===== src/rtl/muldiv_pkg.sv =====
// Shared definitions for the HI/LO multiply/divide unit: operation
// encodings as seen on the op port and the iteration FSM states.
package muldiv_pkg;

   localparam logic [1:0] MD_MULT  = 2'b00;
   localparam logic [1:0] MD_MULTU = 2'b01;
   localparam logic [1:0] MD_DIV   = 2'b10;
   localparam logic [1:0] MD_DIVU  = 2'b11;

   typedef enum logic [1:0] {
      ST_IDLE = 2'd0,
      ST_RUN  = 2'd1,
      ST_FIX  = 2'd2
   } state_t;

endpackage


===== src/rtl/twos_negate.sv =====
// Conditional two's-complement negate. Used both to take operand
// magnitudes before iterating and to restore result signs afterwards.
module twos_negate #(
   parameter int WIDTH = 32
) (
   input  logic [WIDTH-1:0] value,
   input  logic             negate,
   output logic [WIDTH-1:0] result
);

   assign result = negate ? (~value + WIDTH'(1)) : value;

endmodule


===== src/rtl/hilo_muldiv_unit.sv =====
// Iterative multiply/divide unit owning the architectural HI/LO pair.
// Operands are reduced to magnitudes at launch, one radix-2 step is done
// per RUN cycle (shift-add or restoring shift-subtract), and the signs are
// restored in FIX as the result is committed to HI/LO.
module hilo_muldiv_unit
   import muldiv_pkg::*;
#(
   parameter int WIDTH = 32,
   parameter int CNT_W = 6
) (
   input  logic             clk,
   input  logic             reset,
   input  logic             start,
   input  logic [1:0]       op,
   input  logic [WIDTH-1:0] a,
   input  logic [WIDTH-1:0] b,
   input  logic             hi_we,
   input  logic             lo_we,
   input  logic [WIDTH-1:0] wdata,
   output logic             busy,
   output logic             done,
   output logic             div_by_zero,
   output logic [WIDTH-1:0] hi,
   output logic [WIDTH-1:0] lo
);

   state_t                 state_q, state_d;
   logic [CNT_W-1:0]       cnt_q;
   logic [2*WIDTH-1:0]     acc_q, acc_step;
   logic [WIDTH-1:0]       opnd_q;
   logic                   is_div_q, dbz_q, neg_lo_q, neg_hi_q;
   logic [WIDTH-1:0]       hi_q, lo_q;
   logic                   done_q, dbz_out_q;

   logic                   is_div_op, is_signed_op, sign_a, sign_b, dbz_now;
   logic [WIDTH-1:0]       abs_a, abs_b;
   logic [WIDTH:0]         mul_sum, rem_shift;
   logic [WIDTH-1:0]       rem_diff;
   logic [2*WIDTH-1:0]     prod_fixed;
   logic [WIDTH-1:0]       quot_fixed, rem_fixed;
   logic                   last_step;

   assign is_div_op    = (op == MD_DIV) || (op == MD_DIVU);
   assign is_signed_op = (op == MD_MULT) || (op == MD_DIV);
   assign sign_a       = is_signed_op & a[WIDTH-1];
   assign sign_b       = is_signed_op & b[WIDTH-1];
   assign dbz_now      = is_div_op && (b == '0);
   assign last_step    = (cnt_q == CNT_W'(WIDTH-1));

   twos_negate #(.WIDTH(WIDTH)) u_abs_a (.value(a), .negate(sign_a), .result(abs_a));
   twos_negate #(.WIDTH(WIDTH)) u_abs_b (.value(b), .negate(sign_b), .result(abs_b));

   twos_negate #(.WIDTH(2*WIDTH)) u_fix_prod (
      .value(acc_q), .negate(neg_lo_q), .result(prod_fixed));
   twos_negate #(.WIDTH(WIDTH)) u_fix_quot (
      .value(acc_q[WIDTH-1:0]), .negate(neg_lo_q), .result(quot_fixed));
   twos_negate #(.WIDTH(WIDTH)) u_fix_rem (
      .value(acc_q[2*WIDTH-1:WIDTH]), .negate(neg_hi_q), .result(rem_fixed));

   // One radix-2 step: multiply adds the multiplicand when the low bit is
   // set and shifts right; divide shifts the next dividend bit into the
   // remainder and subtracts the divisor when it fits.
   always_comb begin
      acc_step  = acc_q;
      mul_sum   = {1'b0, acc_q[2*WIDTH-1:WIDTH]} + (acc_q[0] ? {1'b0, opnd_q} : '0);
      rem_shift = {acc_q[2*WIDTH-1:WIDTH], acc_q[WIDTH-1]};
      rem_diff  = rem_shift[WIDTH-1:0] - opnd_q;
      if (is_div_q) begin
         if (rem_shift >= {1'b0, opnd_q})
            acc_step = {rem_diff, acc_q[WIDTH-2:0], 1'b1};
         else
            acc_step = {rem_shift[WIDTH-1:0], acc_q[WIDTH-2:0], 1'b0};
      end else begin
         acc_step = {mul_sum, acc_q[WIDTH-1:1]};
      end
   end

   // State register.
   always_ff @(posedge clk) begin
      if (reset)
         state_q <= ST_IDLE;
      else
         state_q <= state_d;
   end

   // Next state: divide-by-zero skips straight to FIX.
   always_comb begin
      state_d = state_q;
      case (state_q)
         ST_IDLE: if (start) state_d = dbz_now ? ST_FIX : ST_RUN;
         ST_RUN:  if (last_step) state_d = ST_FIX;
         ST_FIX:  state_d = ST_IDLE;
         default: state_d = ST_IDLE;
      endcase
   end

   // Datapath: operand capture, iteration, commit and mthi/mtlo writes.
   always_ff @(posedge clk) begin
      if (reset) begin
         cnt_q     <= '0;
         acc_q     <= '0;
         opnd_q    <= '0;
         is_div_q  <= 1'b0;
         dbz_q     <= 1'b0;
         neg_lo_q  <= 1'b0;
         neg_hi_q  <= 1'b0;
         hi_q      <= '0;
         lo_q      <= '0;
         done_q    <= 1'b0;
         dbz_out_q <= 1'b0;
      end else begin
         done_q    <= 1'b0;
         dbz_out_q <= 1'b0;
         case (state_q)
            ST_IDLE: begin
               if (start) begin
                  cnt_q    <= '0;
                  acc_q    <= is_div_op ? {{WIDTH{1'b0}}, abs_a} : {{WIDTH{1'b0}}, abs_b};
                  opnd_q   <= is_div_op ? abs_b : abs_a;
                  is_div_q <= is_div_op;
                  dbz_q    <= dbz_now;
                  neg_lo_q <= sign_a ^ sign_b;
                  neg_hi_q <= sign_a;
               end else begin
                  if (hi_we) hi_q <= wdata;
                  if (lo_we) lo_q <= wdata;
               end
            end
            ST_RUN: begin
               acc_q <= acc_step;
               cnt_q <= cnt_q + CNT_W'(1);
            end
            ST_FIX: begin
               cnt_q     <= '0;
               done_q    <= 1'b1;
               dbz_out_q <= dbz_q;
               if (!dbz_q) begin
                  if (is_div_q) begin
                     lo_q <= quot_fixed;
                     hi_q <= rem_fixed;
                  end else begin
                     {hi_q, lo_q} <= prod_fixed;
                  end
               end
            end
            default: ;
         endcase
      end
   end

   assign busy        = (state_q != ST_IDLE);
   assign done        = done_q;
   assign div_by_zero = dbz_out_q;
   assign hi          = hi_q;
   assign lo          = lo_q;

endmodule


===== config.mk =====
export PLATFORM = sky130hd
export DESIGN_NAME = hilo_muldiv_unit
export DESIGN_NICKNAME = d
export VERILOG_FILES = /design/src/rtl/muldiv_pkg.sv /design/src/rtl/twos_negate.sv /design/src/rtl/hilo_muldiv_unit.sv
export SDC_FILE = /design/constraint.sdc
export NUM_CORES = 1
export LEC_CHECK = 0
export BUFFER_PORTS_ARGS = -buffer_cell sky130_fd_sc_hd__buf_4
export CORE_UTILIZATION = 30
export DETAILED_ROUTE_END_ITERATION = 8
export PLACE_DENSITY_LB_ADDON = 0.12
export RECOVER_POWER = 50
export SETUP_SLACK_MARGIN = 0.02
export SLEW_MARGIN = 20
export SYNTH_ARGS = -nofsm -noshare
export SYNTH_HDL_FRONTEND = slang
export SYNTH_SLANG_ARGS = --single-unit

===== constraint.sdc =====
create_clock -name clk -period 3.5 [get_ports clk]
set_input_delay 0.7 -clock clk [delete_from_list [all_inputs] [get_ports clk]]
set_output_delay 0.7 -clock clk [all_outputs]
set_load 0.02 [all_outputs]

==> flow_summary_export.csv, run 1 <==
group,metric,value,unit
grt,grt_pass1_vias,15100,
worst_setup_path,crit_slowest_cell,"or4_1",
routing,wl,61200,um
hold_path,hp-class,"register to register",
routing,wl_per_cell,21.0,um
worst_setup_path,crit_buf_inv,0,
worst_setup_path,crit_required,3.86,ns
sta,finalHoldViolCount,0,
sta,fmax,302,MHz
placed_design,numPortBuffers,169,
logic_synthesis,syn_avg_cell_area,7.21,um^2
logic_synthesis,synthCells,2031,
sta,rsz0062_at_grt,"no",
logic_synthesis,syn_nets,2205,
sta,report.final.setup_viol,0,
worst_setup_path,path_common_cell,"or4_1",
cts,h-tree-depth,4,
routing,drt_pass1_iterations,5,
cts,path_clk_slew,0.08,ns
floorplanning,fp.dieH,223,um
sta,finalCriticalPeriod,3.31,ns
worst_setup_path,crit_chain,"or4_4, or4_1, or4_1, a211oi_2, a21o_2, a31oi_1, xor2_1, nor2_1, o41ai_1",
worst_setup_path,start_kind,"register",
cells_and_area,nNetsFinal,2461,
worst_setup_path,crit_arrival,3.68,ns
logic_synthesis,synthFlopType,"dfxtp_1",
sta,finClkSkew,0.0113,ns
cts,cts_hold_buf,0,
grt,grt_use_met2,39.8,%
logic_synthesis,ys_seq_area_share,23.8,%
logic_synthesis,synth_common_cells,"nor2_1, a21oi_1, nand2_1",
routing,drc,0,
logic_synthesis,synth-seq-cells,174,
worst_setup_path,cp_top_family,"simple AND/OR/NAND/NOR gates",
cts,cts_made_buffers,17,
cells_and_area,syn_to_final_growth,24.3,%
placed_design,place_inst,2883,
logic_synthesis,async_flop_share,0,%
status,status,"finished with violations",
logic_synthesis,synth_area_leader_cell,"dfxtp_1",
sta,fin_crit_sh,94.7,%
logic_synthesis,ys_warn_count,0,
cts,cts.path.max_buffers,2,
grt,use_met3,2.66,%
grt,gr-usage-met1,33.9,%
floorplanning,dieArea,49700,um^2
worst_setup_path,worstSetupEndpointType,"register",
cells_and_area,drive_gt1_share,16.3,%
pwr,power_density,360,nW/um^2
cells_and_area,fin_util,38.0,%
cts,clk_latency,0.46,ns
logic_synthesis,yosysMostFrequentCell,"nor2_1",
cts,cts-root-buf,"clkbuf_16",
floorplanning,num_rows,80,
worst_setup_path,crit_fanout,7,
routing,detail-route-antenna-nets,0,
routing,vias,15900,
floorplanning,die_w,223,um
logic_synthesis,yosysUniqueCellTypes,68,
sta,slew_headroom,-14.3,%
grt,antenna_found_initial,0,
cells_and_area,diodes,0,
run,cap_violations,2,
grt,grt_overflow_total,0,
cells_and_area,fill_cells,5155,
cts,cts_tree,"built",
floorplanning,core_area,47900,um^2
logic_synthesis,synth_area_leaders,"dfxtp_1, a21oi_1, nor2_1",
cells_and_area,instances_no_fill,2915,
sta,setup_tns,0,ns
pwr,power_leakage,0.00752,uW
pwr,ir_drop,0.359,mV
grt,grt_start_max_net_pins,87,
placed_design,hpwl,49100,um
sta,maxSlewViolCount,64,
cts,clock-sinks,174,
grt,grt_usage,24.3,%
worst_setup_path,cp_slowest_stage_delay,0.56,ns
sta,tightest_slew,1.71,ns
floorplanning,initial_utilization,30.5,%
routing,first_iter_violations,1126,
worst_setup_path,crit_type,"register to register",
routing,viasPerCell,5.45,
floorplanning,pin_count,170,
logic_synthesis,yosysTopAreaCellShare,23.8,%
grt,grt_pass1_wl,92500,um
logic_synthesis,synth_edf_count,0,
placed_design,place_congestion,0.891,
status,violations,"capacitance limit, slew limit",
grt,top_usage_layer,"met2",
logic_synthesis,synth_area,14600,um^2
## state kept, by name, summed over array words and instances (netlist names)
register     cells
state_q          2
hi              32
neg_hi_q         1
lo              32
done             1
div_by_zero      1
opnd_q          32
acc_q           64
dbz_q            1
cnt_q            6
neg_lo_q         1
is_div_q         1
## worst min-delay path, stage by stage (launching register included)
cell,delay [ns]
dfxtp_1,0.31
nand2_1,0.05
a21oi_1,0.05
## routing by layer
metal | share of wire (%) | up-vias
li1 | - | 7834
met1 | 48 | 7570
met2 | 46 | 445
met3 | 4.4 | 49
met4 | 1.8 | 2
met5 | 0.0098 | -
## stage by stage
| step | hold WS, ns | setup slack (ns) | instance area (um^2) | power (uW) |
|---|---|---|---|---|
| finish | 0.458 | 0.186 | 18200 | 6560 |
| CTS | 0.461 | 0.0240 | 18400 | 6610 |
| floorplan | 0.432 | 0.0393 | 14600 | 3630 |
| global placement | 0.441 | -0.229 | 17800 | 4570 |
| detailed placement | 0.450 | -0.236 | 17800 | 4580 |
| global route | 0.482 | 0.00318 | 18200 | 6890 |
## timing repair
item	CTS	global route
pin swaps	0	6
endpoints found under the hold margin	0	0
buffers inserted	0	0
gates resized for setup	1	22
endpoints found under the setup margin	2	24
## where the power goes
| group | leakage, uW | switching [uW] | internal [uW] | total [uW] |
|---|---|---|---|---|
| combinational | 0.00581 | 1380 | 929 | 2310 |
| sequential | 0.00142 | 116 | 2100 | 2210 |
| clock | 0.000290 | 963 | 1070 | 2030 |
## cell type report
type / count / area [um^2] / share of cell area [%]
flip-flops and latches: 174 / 3490 / 19.2
repair buffers: 379 / 2630 / 14.4
clock buffers: 21 / 472 / 2.59
inverters: 68 / 255 / 1.40
clock inverters: 11 / 120 / 0.660
well taps: 615 / 769 / 4.23
multi-input cells: 1647 / 10500 / 57.5
## logic make-up after synthesis
family / count (synthesis) / share of synthesized area, %
buf+inv: 210 / 5.49
simple gates: 673 / 20.8
fa+ha+maj: 71 / 6.17
compound gates: 667 / 29.1
mux: 60 / 4.14
xor+xnor: 176 / 10.5
flops: 174 / 23.8
## worst paths after layout
kind	start	end	slack [ns]	cells after the start
hold reg to reg	lo[1]	lo[1]	0.46	2
hold / removal	lo[1]	lo[1]	0.46	2
setup / recovery	acc_q[25]	hi[19]	0.19	9
setup reg to reg	acc_q[25]	hi[19]	0.19	9
## cells in the final DEF (no fill, tap or decap), types with 7 or more instances in the layout
master	n
nor2b_1	16
nor2_1	269
or4_1	12
nand3_1	30
a21oi_1	206
o31ai_1	22
clkbuf_16	18
or2_2	8
a31oi_1	18
nand4_1	15
xor2_1	81
buf_4	299
a21o_1	40
a311oi_1	12
a22o_1	8
a211oi_1	109
nor4_1	18
o211ai_1	30
xnor2_1	95
nor3b_1	7
clkbuf_1	77
o41ai_1	20
or3_1	15
a22oi_1	13
dfxtp_1	173
o221ai_1	8
o21ai_0	121
mux2i_1	56
nor3_1	42
nand2_1	188
nand2b_1	18
ha_1	67
o21a_1	10
inv_1	68
No activity file was read; power rests on OpenSTA's default activity.
==> run 2: changes to the inputs <==
SETUP_SLACK_MARGIN = 0.2   (was 0.02)
SYNTH_HIERARCHICAL = 1   (was default)
==> run 2 against run 1 <==
The flow now finishes without violations. Sequential power rose by 6%. Power grew 17%. Via count increased by 9.8%. Non-clock buffer count decreased by 63.
==> flow_summary_export.csv, run 2 <==
group,metric,value,unit
logic_synthesis,ys_warn_count,6,
pwr,power_switching,3270,uW
routing,wl,68100,um
sta,slew_headroom,7.94,%
sta,report.final.setup_viol,0,
floorplanning,num_rows,88,
floorplanning,initial_utilization,30.4,%
status,status,"complete, no violations",
logic_synthesis,syn_avg_cell_area,7.92,um^2
cells_and_area,diodes,0,
pwr,ir_drop,0.370,mV
routing,wl_per_cell,21.4,um
pwr,seqPwrFrac,30.6,%
hold_path,hp-class,"register to register",
pwr,pwr-share-clk,25.4,%
cells_and_area,seq_area,3500,um^2
cells_and_area,top_register,"acc_q",
cells_and_area,layout_commonest_cell,"buf_4",
sta,setup_tns,0,ns
sta,maxSlewViolCount,0,
logic_synthesis,synthCells,2213,
cells_and_area,fill_cells,6178,
cells_and_area,mostFrequentLayoutCells,"buf_4, nor2_1, xnor2_1",
grt,antenna_found_initial,1,
sta,tightest_slew,1.38,ns
cts,cts.path.max_buffers,2,
logic_synthesis,synth-seq-cells,174,
routing,first_iter_violations,1151,
cts,cts_tree,"built",
cts,h-tree-depth,4,
floorplanning,dieArea,59400,um^2
logic_synthesis,syn_nets,2388,
grt,use_met3,3.17,%
logic_synthesis,yosysMostFrequentCell,"nor2_1",
worst_setup_path,crit_fanout,6,
routing,vias,17500,
routing,drc,0,
floorplanning,die_w,244,um
hold_path,min_path_cells,2,
grt,grt_usage,22.2,%
pwr,power_leakage,0.00779,uW
sta,finClkSkew,0.0194,ns
logic_synthesis,synth_area_leader_cell,"dfxtp_1",
cells_and_area,nNetsFinal,2582,
pwr,power_density,367,nW/um^2
pwr,power_frac_comb,44.0,%
placed_design,dp_slack,0.174,ns
logic_synthesis,yosysUniqueCellTypes,95,
logic_synthesis,synth_area_leaders,"dfxtp_1, xnor2_1, mux2i_1",
logic_synthesis,synth_common_cells,"nor2_1, xnor2_1, dfxtp_1",
sta,finalCriticalPeriod,3.28,ns
routing,viasPerCell,5.48,
placed_design,hpwl,52900,um
sta,fin_ws,0.220,ns
placed_design,numPortBuffers,169,
pwr,p_int,4400,uW
grt,grt_use_met2,34.8,%
routing,detail-route-antenna-nets,0,
run,cap_violations,0,
cts,cts-root-buf,"clkbuf_16",
grt,grt_pass1_wl,101000,um
grt,grt_pass1_vias,16500,
sta,fin_crit_sh,93.7,%
grt,grt_start_max_net_pins,97,
floorplanning,core_area,57700,um^2
pwr,swShare,42.6,%
grt,top_usage_layer,"met2",
grt,grt_overflow_total,0,
sta,finalHoldViolCount,0,
cells_and_area,largest_reg_flops,64,
worst_setup_path,start_kind,"register",
cells_and_area,syn_to_final_growth,19.3,%
worst_setup_path,worstSetupEndpointType,"register",
cts,path_clk_slew,0.07,ns
logic_synthesis,ys_seq_area_share,19.9,%
routing,drt_pass1_iterations,5,
cells_and_area,multi_input_area,13400,um^2
worst_setup_path,crit_type,"register to register",
cts,cts_hold_buf,0,
pwr,p_total,7680,uW
placed_design,place_congestion,0.907,
sta,fmax,305,MHz
cts,clock-sinks,174,
worst_setup_path,crit_required,3.89,ns
logic_synthesis,synthFlopType,"dfxtp_1",
worst_setup_path,crit_arrival,3.67,ns
sta,rsz0062_at_grt,"yes",
logic_synthesis,async_flop_share,0,%
floorplanning,pin_count,170,
floorplanning,fp.dieH,244,um
cells_and_area,drive_gt1_share,17.3,%
worst_setup_path,reg2reg_depth,13,
cts,cts_made_buffers,17,
logic_synthesis,synth_area,17500,um^2
cts,clk_latency,0.51,ns
logic_synthesis,yosysTopAreaCellShare,19.9,%
logic_synthesis,synth_edf_count,0,
grt,gr-usage-met1,30.3,%
[run 2: cell count changes in the layout (fill, tap and decap cells not counted), moves of 14 or more]
cell	previous run	this run
xnor2_1	95	210
xor2_1	81	21
a21o_1	40	26
nand2_1	188	135
o21ai_0	121	97
nor2_1	269	225
a21oi_1	206	158
mux2i_1	56	163
nor4_4	1	17
o41ai_2	2	20
buf_4	299	231
and2_1	5	36
a211oi_1	109	160
o31ai_1	22	57
[run 2: path summary, 6_finish.rpt]
check	end	slack [ns]	from
setup / recovery	acc_q[61]	0.22	acc_q[0]
hold / removal	lo[11]	0.49	lo[11]
setup reg to reg	acc_q[61]	0.22	acc_q[0]
hold reg to reg	lo[11]	0.49	lo[11]
[run 2: metal layers]
layer  routed length (um)  vias up
li1                     -     8619
met2                30300      477
met1                32500     8272
met4                 2490        0
met3                 2880       96
met5                    0        -
[run 2: kinds of logic (layout without fill, tap and decap cells)]
| kind of cell | Yosys count | count (layout) | synth area share (%) |
|---|---|---|---|
| adders and majority gates | 72 | 72 | 5.23 |
| DFF | 174 | 174 | 19.9 |
| AOI/OAI and AO/OA | 689 | 689 | 27.8 |
| buffers and inverters | 205 | 412 | 4.74 |
| muxes | 166 | 166 | 9.50 |
| xor gates and xnor gates | 232 | 232 | 11.6 |
| and+or+nand+nor | 675 | 675 | 21.3 |
[run 2: metrics by stage]
step                hold WS [ns]  cells  util (%)  cell area, um^2
floorplan                  0.454   2213         -            17500
global placement           0.472   3134      35.1            20200
detailed placement         0.482   3134      35.1            20200
CTS                        0.459   3166      36.1            20800
global route               0.520   3185      36.2            20900
finish                     0.493   3185      36.2            20900
[run 2: power by group through the flow]
stage	logic [uW]	registers (uW)	clock network, uW
final	3370	2350	1950
after global routing	3660	2370	2070
after CTS	3330	2340	2000
after detailed placement	3320	2390	0
after global placement	3300	2390	0
after floorplan	2070	2460	0
[run 2: area by class of cell]
class / count / share of cell area (%)
Clock inverter: 14 / 0.599
Multi-Input combinational cell: 1834 / 64.1
Inverter: 64 / 1.15
Sequential cell: 174 / 16.7
Timing Repair Buffer: 316 / 10.8
Clock buffer: 18 / 2.10
Tap cell: 765 / 4.58
[run 2: critical path, stage by stage (launching register included)]
cell	delay, ns
dfxtp_4	0.40
buf_12	0.15
and2_1	0.15
ha_1	0.26
or4_4	0.58
o21ai_4	0.19
a41oi_2	0.11
buf_4	0.18
a222oi_1	0.36
buf_4	0.20
nor3b_1	0.05
a2111oi_2	0.28
a21oi_1	0.07
a22o_1	0.19
[run 2: timing repair]
action	CTS	global route
buffers inserted	0	15
cloned	0	4
setup endpoints to repair	3	24
pin swaps	0	17
gates resized for setup	2	36
